`src/rtl/branch_stim_gen_pkg.sv`:
```
// Shared encodings for the branch stimulus generator and its LFSR.
// Other random testers also import this package.
package bimode_stim_pkg;

  typedef enum logic [1:0] {
    MODE_TAKEN = 2'd0,
    MODE_NOT   = 2'd1,
    MODE_LOOP  = 2'd2,
    MODE_LFSR  = 2'd3
  } mode_e;

  typedef enum logic [1:0] {
    ST_IDLE      = 2'd0,
    ST_ISSUE     = 2'd1,
    ST_WAIT_PRED = 2'd2,
    ST_DONE      = 2'd3
  } state_e;

  localparam logic [15:0] LFSR_DEFAULT_SEED = 16'hACE1;
  // Taps for x^16+x^14+x^13+x^11+1 in a right-shifting Fibonacci register
  localparam logic [15:0] LFSR_TAP_MASK     = 16'h002D;

  function automatic logic [15:0] lfsr_next(input logic [15:0] s);
    return {^(s & LFSR_TAP_MASK), s[15:1]};
  endfunction

endpackage

```
`src/rtl/branch_stim_gen_if.sv`:
```
// Branch/prediction handshake between the stimulus generator (master)
// and the predictor under test (slave).
interface branch_stim_gen_if #(
  parameter int ADDR_W = 64
);
  logic              br_valid;
  logic              br_ready;
  logic [ADDR_W-1:0] branch_address;
  logic              real_ton;
  logic              pred_valid;
  logic              pred_ton;

  modport master (
    output br_valid, branch_address, real_ton,
    input  br_ready, pred_valid, pred_ton
  );

  modport slave (
    input  br_valid, branch_address, real_ton,
    output br_ready, pred_valid, pred_ton
  );
endinterface

```
`src/rtl/branch_stim_gen_lfsr.sv`:
```
// 16-bit Fibonacci LFSR with load/step; a zero seed is replaced by the default
// so the register can never lock up.
module stim_lfsr16
  import bimode_stim_pkg::*;
#(
  parameter int OUT_W = 16
) (
  input  logic             clk,
  input  logic             rst,
  input  logic             i_load,
  input  logic [15:0]      i_seed,
  input  logic             i_step,
  output logic [OUT_W-1:0] o_state
);

  logic [15:0] r_state;

  always_ff @(posedge clk or posedge rst) begin
    if (rst) begin
      r_state <= LFSR_DEFAULT_SEED;
    end else if (i_load) begin
      r_state <= (i_seed == 16'd0) ? LFSR_DEFAULT_SEED : i_seed;
    end else if (i_step) begin
      r_state <= lfsr_next(r_state);
    end
  end

  assign o_state = r_state[OUT_W-1:0];

endmodule

```
`src/rtl/branch_stim_gen.sv`:
```
// Branch-trace generator: issues address/outcome pairs to a predictor, waits
// for each prediction, and counts issued branches and mispredictions.
module branch_stim_gen
  import bimode_stim_pkg::*;
#(
  parameter int                ADDR_W    = 64,
  parameter int                CNT_W     = 16,
  parameter int                NUM_SITES = 4,
  parameter logic [ADDR_W-1:0] BASE_ADDR = ADDR_W'(64'h0000_0000_0000_1000),
  parameter int                STRIDE    = 4,
  parameter int                LOOP_LEN  = 4
) (
  input  logic             clk,
  input  logic             rst,
  input  logic             start,
  input  logic [1:0]       mode,
  input  logic [15:0]      seed,
  input  logic [CNT_W-1:0] num_branches,
  branch_stim_gen_if.master bus,
  output logic             busy,
  output logic             done,
  output logic [CNT_W-1:0] issued_cnt,
  output logic [CNT_W-1:0] mispred_cnt
);

  localparam int SITE_W = (NUM_SITES > 1) ? $clog2(NUM_SITES) : 1;
  localparam int LOOP_W = (LOOP_LEN > 1) ? $clog2(LOOP_LEN) : 1;

  function automatic logic [CNT_W-1:0] sat_inc(input logic [CNT_W-1:0] v);
    return (&v) ? v : v + 1'b1;
  endfunction

  state_e            r_state, w_next;
  mode_e             r_mode;
  logic [CNT_W-1:0]  r_remaining, r_issued, r_mispred;
  logic [SITE_W-1:0] r_site, w_site_next;
  logic [LOOP_W-1:0] r_loop_cnt, w_loop_next;
  logic              w_lfsr_bit, w_start_ok, w_hs, w_pred, w_ton;
  logic [ADDR_W-1:0] w_addr;

  assign w_start_ok = start && (r_state == ST_IDLE || r_state == ST_DONE);
  assign w_hs       = (r_state == ST_ISSUE) && bus.br_ready;
  assign w_pred     = (r_state == ST_WAIT_PRED) && bus.pred_valid;

  stim_lfsr16 #(.OUT_W(1)) u_lfsr (
    .clk     (clk),
    .rst     (rst),
    .i_load  (w_start_ok),
    .i_seed  (seed),
    .i_step  (w_pred),
    .o_state (w_lfsr_bit)
  );

  always_ff @(posedge clk or posedge rst) begin
    if (rst) r_state <= ST_IDLE;
    else     r_state <= w_next;
  end

  always_comb begin
    w_next = r_state;
    unique case (r_state)
      ST_IDLE, ST_DONE: if (w_start_ok) w_next = (num_branches == '0) ? ST_DONE : ST_ISSUE;
      ST_ISSUE:         if (bus.br_ready) w_next = ST_WAIT_PRED;
      ST_WAIT_PRED:     if (bus.pred_valid)
                          w_next = (r_remaining == CNT_W'(1)) ? ST_DONE : ST_ISSUE;
      default:          w_next = ST_IDLE;
    endcase
  end

  // Outcome and address are pure functions of the generator state, which only
  // moves when a prediction is consumed, so they hold through the wait.
  always_comb begin
    w_ton = 1'b0;
    unique case (r_mode)
      MODE_TAKEN: w_ton = 1'b1;
      MODE_NOT:   w_ton = 1'b0;
      MODE_LOOP:  w_ton = (r_loop_cnt != LOOP_W'(LOOP_LEN - 1));
      MODE_LFSR:  w_ton = w_lfsr_bit;
      default:    w_ton = 1'b0;
    endcase
  end

  assign w_addr      = BASE_ADDR + (ADDR_W'(r_site) * ADDR_W'(STRIDE));
  assign w_site_next = (r_site == SITE_W'(NUM_SITES - 1)) ? '0 : r_site + 1'b1;
  assign w_loop_next = (r_loop_cnt == LOOP_W'(LOOP_LEN - 1)) ? '0 : r_loop_cnt + 1'b1;

  always_ff @(posedge clk or posedge rst) begin
    if (rst) begin
      r_mode      <= MODE_TAKEN;
      r_remaining <= '0;
      r_issued    <= '0;
      r_mispred   <= '0;
      r_site      <= '0;
      r_loop_cnt  <= '0;
    end else if (w_start_ok) begin
      r_mode      <= mode_e'(mode);
      r_remaining <= num_branches;
      r_issued    <= '0;
      r_mispred   <= '0;
      r_site      <= '0;
      r_loop_cnt  <= '0;
    end else if (w_hs) begin
      r_issued <= r_issued + 1'b1;
    end else if (w_pred) begin
      if (bus.pred_ton != w_ton) r_mispred <= sat_inc(r_mispred);
      r_site      <= w_site_next;
      r_loop_cnt  <= w_loop_next;
      r_remaining <= r_remaining - 1'b1;
    end
  end

  assign bus.br_valid       = (r_state == ST_ISSUE);
  assign bus.branch_address = (r_state == ST_ISSUE || r_state == ST_WAIT_PRED) ? w_addr : '0;
  assign bus.real_ton       = (r_state == ST_ISSUE || r_state == ST_WAIT_PRED) ? w_ton : 1'b0;
  assign busy               = (r_state == ST_ISSUE || r_state == ST_WAIT_PRED);
  assign done               = (r_state == ST_DONE);
  assign issued_cnt         = r_issued;
  assign mispred_cnt        = r_mispred;

endmodule

```
`src/flat_wrapper.sv`:
```
// flat-port wrapper written by rule: the top's interface ports become plain ports
module branch_stim_gen_flat import bimode_stim_pkg::*;
#(
  parameter int                ADDR_W    = 64,
  parameter int                CNT_W     = 16,
  parameter int                NUM_SITES = 4,
  parameter logic [ADDR_W-1:0] BASE_ADDR = ADDR_W'(64'h0000_0000_0000_1000),
  parameter int                STRIDE    = 4,
  parameter int                LOOP_LEN  = 4
)
  (clk, rst, start, mode, seed, num_branches, busy, done, issued_cnt, mispred_cnt, bus_br_valid, bus_branch_address, bus_real_ton, bus_br_ready, bus_pred_valid, bus_pred_ton);
  branch_stim_gen_if #(.ADDR_W(ADDR_W)) bus_i ();
  input  logic clk;
  input  logic rst;
  input  logic start;
  input  logic [1:0] mode;
  input  logic [15:0] seed;
  input  logic [CNT_W-1:0] num_branches;
  output logic busy;
  output logic done;
  output logic [CNT_W-1:0] issued_cnt;
  output logic [CNT_W-1:0] mispred_cnt;
  output wire logic [$bits(bus_i.br_valid)-1:0] bus_br_valid;
  output wire logic [$bits(bus_i.branch_address)-1:0] bus_branch_address;
  output wire logic [$bits(bus_i.real_ton)-1:0] bus_real_ton;
  input wire logic [$bits(bus_i.br_ready)-1:0] bus_br_ready;
  input wire logic [$bits(bus_i.pred_valid)-1:0] bus_pred_valid;
  input wire logic [$bits(bus_i.pred_ton)-1:0] bus_pred_ton;
  assign bus_br_valid = bus_i.br_valid;
  assign bus_branch_address = bus_i.branch_address;
  assign bus_real_ton = bus_i.real_ton;
  assign bus_i.br_ready = bus_br_ready;
  assign bus_i.pred_valid = bus_pred_valid;
  assign bus_i.pred_ton = bus_pred_ton;
  branch_stim_gen #(.ADDR_W(ADDR_W), .CNT_W(CNT_W), .NUM_SITES(NUM_SITES), .BASE_ADDR(BASE_ADDR), .STRIDE(STRIDE), .LOOP_LEN(LOOP_LEN)) u_core (.clk(clk), .rst(rst), .start(start), .mode(mode), .seed(seed), .num_branches(num_branches), .bus(bus_i), .busy(busy), .done(done), .issued_cnt(issued_cnt), .mispred_cnt(mispred_cnt));
endmodule
```
`config.mk`:
```
export PLATFORM = sky130hd
export DESIGN_NAME = branch_stim_gen_flat
export DESIGN_NICKNAME = d
export VERILOG_FILES = /design/src/rtl/branch_stim_gen_pkg.sv /design/src/rtl/branch_stim_gen_if.sv /design/src/rtl/branch_stim_gen_lfsr.sv /design/src/rtl/branch_stim_gen.sv /design/src/flat_wrapper.sv
export SDC_FILE = /design/constraint.sdc
export NUM_CORES = 1
export LEC_CHECK = 0
export BUFFER_PORTS_ARGS = -buffer_cell sky130_fd_sc_hd__buf_2
export CELL_PAD_IN_SITES_DETAIL_PLACEMENT = 2
export CELL_PAD_IN_SITES_GLOBAL_PLACEMENT = 2
export CORE_ASPECT_RATIO = 2
export CORE_MARGIN = 2
export CORE_UTILIZATION = 32
export CTS_CLUSTER_DIAMETER = 50
export DETAILED_ROUTE_END_ITERATION = 16
export PLACE_DENSITY = 0.95
export SKIP_LAST_GASP = 1
export SYNTH_ARGS = -nofsm -noshare
export SYNTH_HDL_FRONTEND = slang
export SYNTH_SLANG_ARGS = --single-unit
```
`constraint.sdc`:
```
create_clock -name clk -period 5.9 [get_ports clk]
set_input_delay 0.885 -clock clk [delete_from_list [all_inputs] [get_ports clk]]
set_output_delay 0.885 -clock clk [all_outputs]
set_load 0.03 [all_outputs]
```
Word-level counts from Yosys, hierarchy flattened
Index checks and enable logic that the tools add are counted.

operators by class
  add/subtract/negate cells = 6
  equality and inequality tests = 16
  reduce and logical (&&, ||, !) cells = 18
  mux-type cells = 30

operators by type and width
  operator                                                                 number
  16-bit two-way mux                                                       13
  64-bit two-way mux                                                       1
  16-bit by 1-bit adder with 16-bit output (second input constant)         2
  16-bit zero test                                                         2
  2-bit two-way mux                                                        13
  16-bit by 1-bit equality test with 1-bit output (second input constant)  1
  16-bit AND reduction                                                     1
  16-bit XOR reduction                                                     1
  16-bit by 1-bit subtractor with 16-bit output (second input constant)    1
  13-bit by 4-bit adder with 14-bit output (first input constant)          1
  2-bit equality test (second input constant)                              6
  2-bit != test (second input constant)                                    5
  2-bit case mux with 3 select lines                                       1
  2-bit nonzero test                                                       3
  2-bit by 1-bit adder with 2-bit output (second input constant)           2
  2-bit by 1-bit equality test with 1-bit output (second input constant)   2
  2-bit zero test                                                          2
  1-bit case mux with 4 select lines                                       1
  4-bit AND reduction                                                      1
  1-bit logical AND                                                        3
  3-bit AND reduction                                                      1
  1-bit logical OR                                                         2
  2-bit by 1-bit != test with 1-bit output (second input constant)         1
  2-bit AND reduction                                                      1
  other kinds (3)                                                          3

word-level totals
  word-level logic and storage cells = 78
  output and inout port bits = 100
  bits in registers = 72
  input port bits = 40

Longest topological paths before layout
Gate-level depths: netlist of the first run.

  word-level depth = 7
  depth in mapped cells = 9
  depth with buffers taken out = 7

By module
From an unflattened synthesis of the first run, not the netlist that was laid out.

unflattened totals
  cells, all modules = 475
  area total of the unflattened synthesis = 4,406.7 sq um

by module, submodules not included
  module           instances  sequential area each (sq um)  area each (sq um)  cells each
  branch_stim_gen  1          1,401.3                       3,584.7            403
  stim_lfsr16      1          410.4                         822.0              72

Least setup slack after synthesis of the first run
Ideal clock, no wire load.

  path kind = in2reg
  start = in bus_pred_valid
  end = reg u_core.r_mispred[11] (netlist: u_core.mispred_cnt[11])
  data required time = 5.822 ns
  cell stages on the path = 7
  setup time = 0.078 ns
  path slack = 3.567 ns
  buffers on the path = 2
  data arrival time = 2.255 ns
  cells stage by stage = and2_1 buf_4 nand2_2 or3_1 clkbuf_2 or4_1 a21oi_1

between the ends
  longest elaborated chain between the ends = 3

ends and longest elaborated chain
  element                               line                    source
  from (decl)                           flat_wrapper.sv:27      input wire logic [$bits(bus_i.pred_valid)-1:0] bus_pred_valid;
  1-bit logical AND                     branch_stim_gen.sv:43   assign w_pred = (r_state == ST_WAIT_PRED) && bus.pred_valid;
  2-bit nonzero test (no source line)   --
  4-bit AND reduction (no source line)  --
  to (signal assigned)                  branch_stim_gen.sv:105  if (bus.pred_ton != w_ton) r_mispred <= sat_inc(r_mispred);
  to (decl)                             branch_stim_gen.sv:35   logic [CNT_W-1:0] r_remaining, r_issued, r_mispred;

No other way between the ends.
A chain may end at the register's enable or synchronous reset.

Final worst setup path of the first run
  start = reg u_core.r_state[0]
  end = reg u_core.r_mispred[6] (netlist: u_core.mispred_cnt[6])

between the ends
  longest elaborated chain between the ends = 5
  elaborated cells on any way between the ends = 14
  those cells by class = eq/ne (5); mux (1); reduce/logical (8)

ends and longest elaborated chain
  element                                                               line                   source
  from (decl)                                                           branch_stim_gen.sv:33  state_e r_state, w_next;
  from (signal assigned)                                                branch_stim_gen.sv:56  else r_state <= w_next;
  2-bit equality test or 2-bit zero test (tied branches)                branch_stim_gen.sv:41  assign w_start_ok = start && (r_state == ST_IDLE || r_state == ST_DONE);
  1-bit logical OR                                                      branch_stim_gen.sv:41
  1-bit logical AND                                                     branch_stim_gen.sv:41
  2-bit != test (no source line) or 2-bit nonzero test (tied branches)  --
  4-bit AND reduction (no source line)                                  --

Parallel ways exist; a longest one is shown, timed or not.

==> results.cfg, run 1 <==
[worst_setup_path]
worst_r2r_setup_slack_ns = 2.87
worst_r2r_path_depth = 7
timing.critical_path.max_delay_family = simple AND/OR/NAND/NOR gates
crit_type = flip-flop to flip-flop
crit_path_start_kind = flip-flop
worstReg2RegStart = u_core.r_state[0]$_DFFE_PP0P_
worst_r2r_endpoint = u_core.mispred_cnt[6]$_DFFE_PP0P_
worst-path-stages = 7
cp.required_ns = 6.12
timing.critical_path.fanout_max = 16
critical_path.startpoint = u_core.r_state[0]$_DFFE_PP0P_
cp_data_arrival_time_ns = 3.25
critPathMaxStageDelay_ns = 0.89
critical_path.cell_chain = inv_1 > ha_1 > and2_1 > nand2_2 > nor4_2 > a31oi_1 > a41o_1
critical_path.endpoint_type = flip-flop
critical-path-slowest-cell = nor4_2
timing.critical_path.to = u_core.mispred_cnt[6]$_DFFE_PP0P_
crit_path_buf_inv_count = 1

[grt]
grt_remaining_overflow = 0
vias_in_the_first_global_route = 4329
grt_use_total_pct = 20.1
grt_antenna_before_repair = 0
global_route_wire_length_before_repair_mm = 23.0
pin_count_of_the_biggest_net_entering_global_routing = 73

[route]
routed_via_density = 5.23
wl_met3_um = 594
first_iter_violations = 125
routed_wire_length_per_instance_um = 18.9
route.top_layer_used = met4
routed-via-count = 3865
drt.antenna.violating_nets = 0
drt_first_pass_iters = 6
detail_route.drc_violations = 0
wl_met1_mm = 5.19
routed_wl_met2_mm = 7.87
routed_wirelength_mm = 14.0

[layout]
layout_common_cells = 82 x nand2_1, 78 x buf_2, 64 x dfrtp_1
antenna_cells = 0
drive_above_1_share_pct = 19.2
final_cell_area_um2 = 4950
utilization_pct = 37.0
area_growth_syn_to_layout_pct = 13.4
fillers = 1548
final-instance-count-excl-fill = 739
mostFrequentLayoutCell = nand2_1
final_nets = 629

[die]
placement_rows = 60
die_area_um2 = 14600
core_area_um2 = 13400
num_io_pins = 140
floorplan.initialDensity_pct = 32.6
die-width_um = 86.6
die-height_um = 169

[power_and_ir_drop]
pwr_density_cell_nw_per_um2 = 448
totalPowerFinal_mw = 2.22
max-vdd-ir-drop_mv = 0.212
p_leak_nw = 2.40

[synthesis]
cell_area_synth_um2 = 4360
syn_warnings = 0
mean_syn_cell_area_um2 = 8.57
synth.ff_latch_count = 72
synth_enable_flop_cells = 0
synth.lib_cells_used.distinct = 43
sequential_fraction_of_the_synthesis_area_pct = 41.5
synthesized_instance_count = 509
synthFlopType = dfrtp_1
postSynth.asyncResetShare_pct = 100

[clock_network]
ctsRootBufferMaster = clkbuf_16
ctsHoldBuffers = 0
count_of_h_tree_levels_built_during_cts = 3
clk_pin_slew_worst_paths_ns = 0.06
clockBufferDepth = 2
cts_buffers = 9
post-cts-setup-buffers = 0
cts_tree = built
cts.sinks = 72
clkLatencyLatePin_ns = 0.34
post_cts_resized = 0

[sta]
time_the_final_worst_path_needs_with_i_o_delays_and_setup_ns = 3.03
clock-skew-final_ns = 0.00731
slew_headroom_pct = 23.3
grt_setup_unrepaired = no
fmax_ghz = 0.330
fin_tns_setup_ns = 0
final_report_max_slew_violation_count = 0
number_of_failing_setup_endpoints_in_the_final_timing_report = 0
share_of_the_clock_period_used_by_the_worst_path_pct = 51.3
timing.final.hold_violations = 0
worst_pin_slew_ns = 1.14
timing.final.ws_setup_ns = 2.87
worst_hold_slack_ns = 0.497

[placement]
post-place-cells = 724
portBuffers = 78
placement.setup.worst_slack_ns = 2.68
dp.final_hpwl_mm = 10.3
postPlaceCellArea_um2 = 4660
gp_congestion = 0.822

[status]
status = finished, final reports clean

[hold_path]
worst_hold_path_type = flip-flop to flip-flop

[job]
timing.max_cap.violations = 0
per-layer routing:
metal | global-route usage, % | up-vias
li1 | - | 1780
met1 | 21.9 | 1936
met2 | 37.6 | 126
met3 | 3.36 | 23
met4 | 7.61 | 0
met5 | 0 | -
synth_stat cells (5+ instances only):
cell type  instances  area share (%)
nor3_1             7            0.80
ha_1               9             2.6
a41o_1             7             1.6
nand2_1           82             7.1
nand4_1           12             1.7
buf_4             63              11
a21oi_1           20             2.3
and3_1             9             1.3
xnor2_1           12             2.4
o21ai_0           21             2.4
nor4_1            15             2.2
nor2b_1            5            0.72
clkbuf_1          14             1.2
or4_1              5            0.86
nand3_1           16             1.8
a31oi_1           23             3.3
or3_1              5            0.72
dfstp_2            8             4.8
inv_1              9            0.77
xor2_1            20             4.0
nor2_1            50             4.3
dfrtp_1           64              37
worst min-delay path by stage:
stage	end	depth (start not counted)	startpoint	slack [ns]
6_report	u_core.u_lfsr.r_state[7]$_DFFE_PP1P_	2	u_core.u_lfsr.r_state[7]$_DFFE_PP1P_	0.50
5_1_grt	u_core.u_lfsr.r_state[7]$_DFFE_PP1P_	2	u_core.u_lfsr.r_state[7]$_DFFE_PP1P_	0.51
4_1_cts	u_core.u_lfsr.r_state[7]$_DFFE_PP1P_	2	u_core.u_lfsr.r_state[7]$_DFFE_PP1P_	0.50
3_5_place_dp	u_core.u_lfsr.r_state[7]$_DFFE_PP1P_	2	u_core.u_lfsr.r_state[7]$_DFFE_PP1P_	0.49
3_3_place_gp	u_core.r_mode[0]$_DFFE_PP0P_	2	u_core.r_mode[0]$_DFFE_PP0P_	0.48
2_1_floorplan	u_core.r_mode[0]$_DFFE_PP0P_	2	u_core.r_mode[0]$_DFFE_PP0P_	0.45
area by class of cell:
| class | count | area (um^2) | share of cell area, % |
|---|---|---|---|
| flip-flops and latches | 72 | 1810 | 36.6 |
| clock inverters | 4 | 45.0 | 0.911 |
| clock buffers | 11 | 243 | 4.91 |
| well taps | 155 | 194 | 3.92 |
| multi-input cells | 406 | 2200 | 44.4 |
| inverters | 9 | 33.8 | 0.683 |
| repair buffers | 82 | 420 | 8.50 |
cells by family after synthesis:
| kind of cell | synth area share (%) |
|---|---|
| xor gates and xnor gates | 6.42 |
| AOI/OAI and AO/OA | 11.5 |
| other | 0.0860 |
| DFF | 41.5 |
| adders and majority gates | 2.58 |
| muxes | 0.488 |
| buffers and inverters | 13.3 |
| and+or+nand+nor | 24.1 |
power by group:
part           switching (mW)  total [mW]  internal, mW
clock                   0.205       0.540         0.334
sequential              0.142       0.802         0.659
combinational           0.605       0.875         0.270
total                   0.953        2.22          1.26
worst register-to-register path, cell delays in order, from the launching register on:
cell,delay (ns)
dfrtp_1,0.42
inv_1,0.08
ha_1,0.23
and2_1,0.55
nand2_2,0.31
nor4_2,0.89
a31oi_1,0.20
a41o_1,0.24
state kept, by name, summed over array words and instances (netlist names):
name	cells
u_core.r_loop_cnt	2
u_core.r_state	2
u_core.issued_cnt	16
u_core.mispred_cnt	16
u_core.r_mode	2
u_core.r_remaining	16
u_core.u_lfsr.r_state	16
u_core.r_site	2
No activity file was read; power rests on OpenSTA's default activity.
==> run 2: changes to the inputs <==
Settings changed: ABC_AREA from default to 1, CORE_UTILIZATION 32 to 28, PLACE_DENSITY 0.95 to 0.9.
Clock period 5.9 ns to 2.8 ns, I/O delays scaled along.
==> run 2 against run 1 <==
Total power grew to 2.5 times the previous value. Sequential share of layout area is 5.0 points lower. Routed wire length up 29%. Non-clock buffer count grew 1. Synthesized area is 16% higher. Global-route usage fell by 0.87 points. Flip-flop and latch count unchanged. First-iteration DRC count up 12%. Via count is 32% higher. Die area increased by 31%. Critical path type unchanged.
==> results.cfg, run 2 <==
[synthesis]
sequential_fraction_of_the_synthesis_area_pct = 35.8
yosysTopAreaCell = dfrtp_1
top_count_cell_post_synth = nand2_1
cell_area_synth_um2 = 5060
postSynth.asyncResetShare_pct = 100
synth_common_cells = 192 x nand2_1, 99 x nor2_1, 80 x inv_1
synth.lib_cells_used.distinct = 42
yosys.area.top_type_share_pct = 31.7
synth_enable_flop_cells = 0
syn_warnings = 0
synthesized_instance_count = 739
netlist_top_cells_area = dfrtp_1 32%, nand2_1 14%, buf_4 9.4%
synth.ff_latch_count = 72
mean_syn_cell_area_um2 = 6.84
synthFlopType = dfrtp_1

[route]
wl_met3_um = 611
wl_met1_mm = 6.44
routed_wire_length_per_instance_um = 17.4
routed_via_density = 4.97
routed_wirelength_mm = 17.9
drt_first_pass_iters = 4
detail_route.drc_violations = 0
routed_wl_met2_mm = 10.4
route.top_layer_used = met4
first_iter_violations = 140
routed-via-count = 5119
drt.antenna.violating_nets = 0

[worst_setup_path]
critical-path-slowest-cell = dfrtp_1
crit_type = flip-flop to flip-flop
worstReg2RegStart = u_core.r_state[0]$_DFFE_PP0P_
worst_r2r_path_depth = 10
critPathMaxStageDelay_ns = 0.39
cp_data_arrival_time_ns = 2.57
critical_path.endpoint_type = flip-flop
worst_r2r_endpoint = u_core.mispred_cnt[8]$_DFFE_PP0P_
critical_path.cell_chain = inv_1 > ha_1 > nand2_2 > nand2_2 > nand2_4 > clkinv_4 > nand3_4 > inv_2 > nand2_1 > nand2_1
critical_path.startpoint = u_core.r_state[0]$_DFFE_PP0P_
worst_r2r_setup_slack_ns = 0.47
crit_path_start_kind = flip-flop
timing.critical_path.fanout_max = 30
cp.required_ns = 3.04

[sta]
time_the_final_worst_path_needs_with_i_o_delays_and_setup_ns = 2.33
number_of_failing_setup_endpoints_in_the_final_timing_report = 0
worst_pin_slew_ns = 0.643
fin_tns_setup_ns = 0
clock-skew-final_ns = 0.00788
worst_hold_slack_ns = 0.123
timing.final.ws_setup_ns = 0.466
share_of_the_clock_period_used_by_the_worst_path_pct = 83.3
timing.final.hold_violations = 0
grt_setup_unrepaired = no
fmax_ghz = 0.429
final_report_max_slew_violation_count = 0
slew_headroom_pct = 57.1

[clock_network]
count_of_h_tree_levels_built_during_cts = 3
ctsHoldBuffers = 0
cts_tree = built
clkLatencyLatePin_ns = 0.35
post-cts-setup-buffers = 0
post_cts_resized = 0
clk_pin_slew_worst_paths_ns = 0.06
cts.sinks = 72
ctsRootBufferMaster = clkbuf_16
cts_buffers = 9
clockBufferDepth = 2

[die]
die-height_um = 194
core_area_um2 = 17700
floorplan.initialDensity_pct = 28.6
die-width_um = 99.0
num_io_pins = 140
die_area_um2 = 19200
placement_rows = 69

[layout]
drive_above_1_share_pct = 14.9
mostFrequentLayoutCell = nand2_1
final_cell_area_um2 = 5730
layout_common_cells = 192 x nand2_1, 99 x nor2_1, 79 x inv_1
antenna_cells = 0
area_growth_syn_to_layout_pct = 13.4
final_nets = 862

[placement]
dp.final_hpwl_mm = 13.3
gp_congestion = 0.804
portBuffers = 78
placement.setup.worst_slack_ns = 0.457
postPlaceCellArea_um2 = 5420

[hold_path]
worst_hold_path_type = primary input to asynchronous set/reset pin

[job]
timing.max_cap.violations = 0

[grt]
pin_count_of_the_biggest_net_entering_global_routing = 73
global_route_wire_length_before_repair_mm = 29.3
vias_in_the_first_global_route = 5746
grt_remaining_overflow = 0
grt_use_total_pct = 19.2
grt_antenna_before_repair = 0

[power_and_ir_drop]
p_leak_nw = 2.94
pwr_density_cell_nw_per_um2 = 985
totalPowerFinal_mw = 5.65
max-vdd-ir-drop_mv = 0.401

[status]
status = finished, final reports clean
==> run 2: how the worst max path moves through the flow <==
stage,endpoint,slack [ns],cells after the start
final,u_core.mispred_cnt[8]$_DFFE_PP0P_,0.47,10
after global routing,u_core.mispred_cnt[8]$_DFFE_PP0P_,0.24,10
after CTS,u_core.mispred_cnt[8]$_DFFE_PP0P_,0.43,10
after detailed placement,u_core.mispred_cnt[8]$_DFFE_PP0P_,0.46,10
after global placement,u_core.mispred_cnt[7]$_DFFE_PP0P_,0.57,9
after floorplan,u_core.issued_cnt[0]$_DFFE_PP0P_,0.57,1
==> run 2: per-stage QoR <==
step	util (%)	instances
floorplan	-	799
global placement	30.6	1015
detailed placement	30.6	1015
CTS	32.4	1031
global route	32.4	1031
finish	32.4	1031
==> run 2: layout make-up <==
| class | count | area (um^2) |
|---|---|---|
| multi-input cells | 563 | 2580 |
| repair buffers | 83 | 440 |
| well taps | 213 | 267 |
| fillers | 2188 | 12000 |
| clock inverters | 3 | 47.5 |
| clock buffers | 13 | 270 |
| inverters | 84 | 320 |
| flip-flops and latches | 72 | 1810 |
==> run 2: metal layers <==
layer | vias to the layer above | track usage [%]
li1 | 2385 | -
met1 | 2570 | 19.0
met2 | 132 | 38.1
met3 | 32 | 2.96
met4 | 0 | 7.86
met5 | - | 0
==> run 2: cells by family after synthesis <==
logic type	share of synthesized area, %
buffers and inverters	17.7
XOR/XNOR	0.866
adder cells (fa/ha/maj)	2.23
AO/OA/AOI/OAI	11.0
other	0.0741
flip-flops	35.8
AND/OR/NAND/NOR	32.4
==> run 2: critical path, delay by kind of cell (launching register included) <==
kind	cells	cell delay [ns]
simple gates	6	1.09
flops	1	0.39
buf+inv	3	0.37
fa+ha+maj	1	0.36
==> run 2: power breakdown <==
| group | switching [mW] | internal, mW |
|---|---|---|
| registers | 0.332 | 1.42 |
| logic | 1.91 | 0.725 |
| clock network | 0.494 | 0.770 |
==> run 3: changes to the inputs <==
Settings changed: CORE_UTILIZATION 28 to 26, PLACE_DENSITY 0.9 to 0.88.
Clock period 2.8 ns to 2.04 ns, I/O delays scaled along.
==> run 3 against run 2 <==
Sequential power grew 37%. Total power grew 42%. Largest cell class unchanged. Worst setup slack lost 0.39 ns. Via count grew 0.84%. First-iteration DRC count shrank 14%. Design area grew 3.8%. Highest routed layer is now met5. Die area grew 7.5%. Routed wire length grew 1.4%. Non-clock buffer count grew 13. Critical path depth shrank 5. Flip-flop and latch count is the same. Final cell count grew 5.9%.
==> results.cfg, run 3 (synthesis results as in run 2) <==
[clock_network]
cts_tree = built
clockBufferDepth = 2
count_of_h_tree_levels_built_during_cts = 3
ctsHoldBuffers = 0
ctsRootBufferMaster = clkbuf_16
cts_buffers = 9
clkLatencyLatePin_ns = 0.35
clk_pin_slew_worst_paths_ns = 0.06
cts.sinks = 72

[sta]
slew_headroom_pct = 52.8
worst_hold_slack_ns = 0.0602
timing.final.hold_violations = 0
number_of_failing_setup_endpoints_in_the_final_timing_report = 0
time_the_final_worst_path_needs_with_i_o_delays_and_setup_ns = 1.96
final_report_max_slew_violation_count = 0
grt_setup_unrepaired = no
clock-skew-final_ns = 0.00754
worst_pin_slew_ns = 0.707
share_of_the_clock_period_used_by_the_worst_path_pct = 96.1
fmax_ghz = 0.510
fin_tns_setup_ns = 0

[route]
first_iter_violations = 120
detail_route.drc_violations = 0
routed-via-count = 5162
drt_first_pass_iters = 4
routed_via_density = 4.73
drt.antenna.violating_nets = 0
routed_wire_length_per_instance_um = 16.7
routed_wirelength_mm = 18.2

[worst_setup_path]
timing.critical_path.fanout_max = 4
critical_path.cell_chain = inv_1 > ha_1 > buf_4 > nor2_1 > buf_2
worst-path-stages = 5
timing.critical_path.max_delay_family = buffers and inverters
worst_r2r_path_depth = 10
critical_path.endpoint_type = output pin
crit_type = flip-flop to output pin
critPathMaxStageDelay_ns = 0.38
crit_path_start_kind = flip-flop
cp_data_arrival_time_ns = 1.65
critical-path-slowest-cell = dfrtp_1
crit_path_buf_inv_count = 3
cp.required_ns = 1.73

[die]
die-width_um = 103
placement_rows = 72
die-height_um = 201
num_io_pins = 140
floorplan.initialDensity_pct = 26.4
core_area_um2 = 19200
die_area_um2 = 20700

[grt]
grt_remaining_overflow = 0
grt_antenna_before_repair = 1
vias_in_the_first_global_route = 5690
global_route_wire_length_before_repair_mm = 29.0
pin_count_of_the_biggest_net_entering_global_routing = 33
grt_use_total_pct = 18.1

[job]
timing.max_cap.violations = 0

[layout]
utilization_pct = 31.0
layout_common_cells = 192 x nand2_1, 99 x nor2_1, 78 x inv_1
final_nets = 877
fillers = 2353
antenna_cells = 0
multi_input_area_um2 = 2620
drive_above_1_share_pct = 16.9
final_cell_area_um2 = 5950
sequential_cell_area_um2 = 1810
mostFrequentLayoutCell = nand2_1
area_growth_syn_to_layout_pct = 17.7

[hold_path]
worst_hold_path_type = primary input to asynchronous set/reset pin

[power_and_ir_drop]
totalPowerFinal_mw = 8.04
p_leak_nw = 3.00
pwr-share-seq_pct = 29.8
clock_network_fraction_of_total_power_pct = 19.7
pwr_density_cell_nw_per_um2 = 1350
max-vdd-ir-drop_mv = 0.699
cellInternalPower_mw = 4.10
p_switching_mw = 3.94
power.share.combinational_pct = 50.6
swShare_pct = 49.0

[placement]
postPlaceCellArea_um2 = 5610
dp.final_hpwl_mm = 13.7
gp_congestion = 0.797
portBuffers = 78

[status]
status = finished, final reports clean
==> run 3: cell count changes in the layout (fill, tap and decap cells not counted), sizes merged <==
cell / delta
buf: +12
bufinv: -1
clkinv: +1
clkinvlp: +4
inv: -3
nand3: +2
==> run 3: timing repair <==
item | 4_1_cts | 5_1_grt
resized for setup | 1 | 10
cloned | 0 | 2
endpoints found under the hold margin | 0 | 0
endpoints found under the setup margin | 3 | 28
pin swaps | 0 | 1
setup buffers | 0 | 1
==> run 3: power groups by stage <==
stage / sequential [mW] / combinational, mW / clock [mW]
floorplan: 2.39 / 2.72 / 0
global route: 2.47 / 4.54 / 1.69
CTS: 2.40 / 3.95 / 1.62
detailed placement: 2.43 / 3.88 / 0
global placement: 2.39 / 3.70 / 0
finish: 2.39 / 4.06 / 1.58
==> run 3: layout make-up <==
| cell class | instances | area share [%] |
|---|---|---|
| Timing Repair Buffer | 96 | 9.86 |
| Multi-Input combinational cell | 565 | 44.0 |
| Clock inverter | 4 | 0.483 |
| Tap cell | 259 | 5.44 |
| Clock buffer | 12 | 4.31 |
| Inverter | 84 | 5.51 |
| Sequential cell | 72 | 30.4 |
==> run 3: metrics by stage <==
step | cells | setup slack (ns)
after floorplan | 799 | 0.258
after detailed placement | 1073 | 0.0882
after global routing | 1092 | 0.00497
after global placement | 1073 | 0.215
after CTS | 1089 | -0.0270
final | 1092 | 0.0794
==> run 3: worst paths after layout <==
path	start	endpoint	slack, ns
max in group asynchronous	rst	u_core.u_lfsr.r_state[5]$_DFFE_PP1P_	1.35
worst min-delay path	rst	u_core.r_remaining[8]$_DFFE_PP0P_	0.06
worst min register to register	u_core.u_lfsr.r_state[15]$_DFFE_PP1P_	u_core.u_lfsr.r_state[15]$_DFFE_PP1P_	0.49
worst max-delay path	u_core.r_state[0]$_DFFE_PP0P_	bus_branch_address[2]	0.08
min in group clk	mode[0]	u_core.r_mode[0]$_DFFE_PP0P_	0.19
worst max register to register	u_core.r_state[0]$_DFFE_PP0P_	u_core.mispred_cnt[13]$_DFFE_PP0P_	0.15
==> run 3: routing by layer <==
metal | up-vias | part of all wire (%) | track usage (%)
met4 | 2 | 3.3 | 7.14
met5 | - | 0.071 | 0
li1 | 2426 | - | -
met1 | 2565 | 35 | 18.7
met2 | 136 | 57 | 34.5
met3 | 33 | 3.9 | 3.13
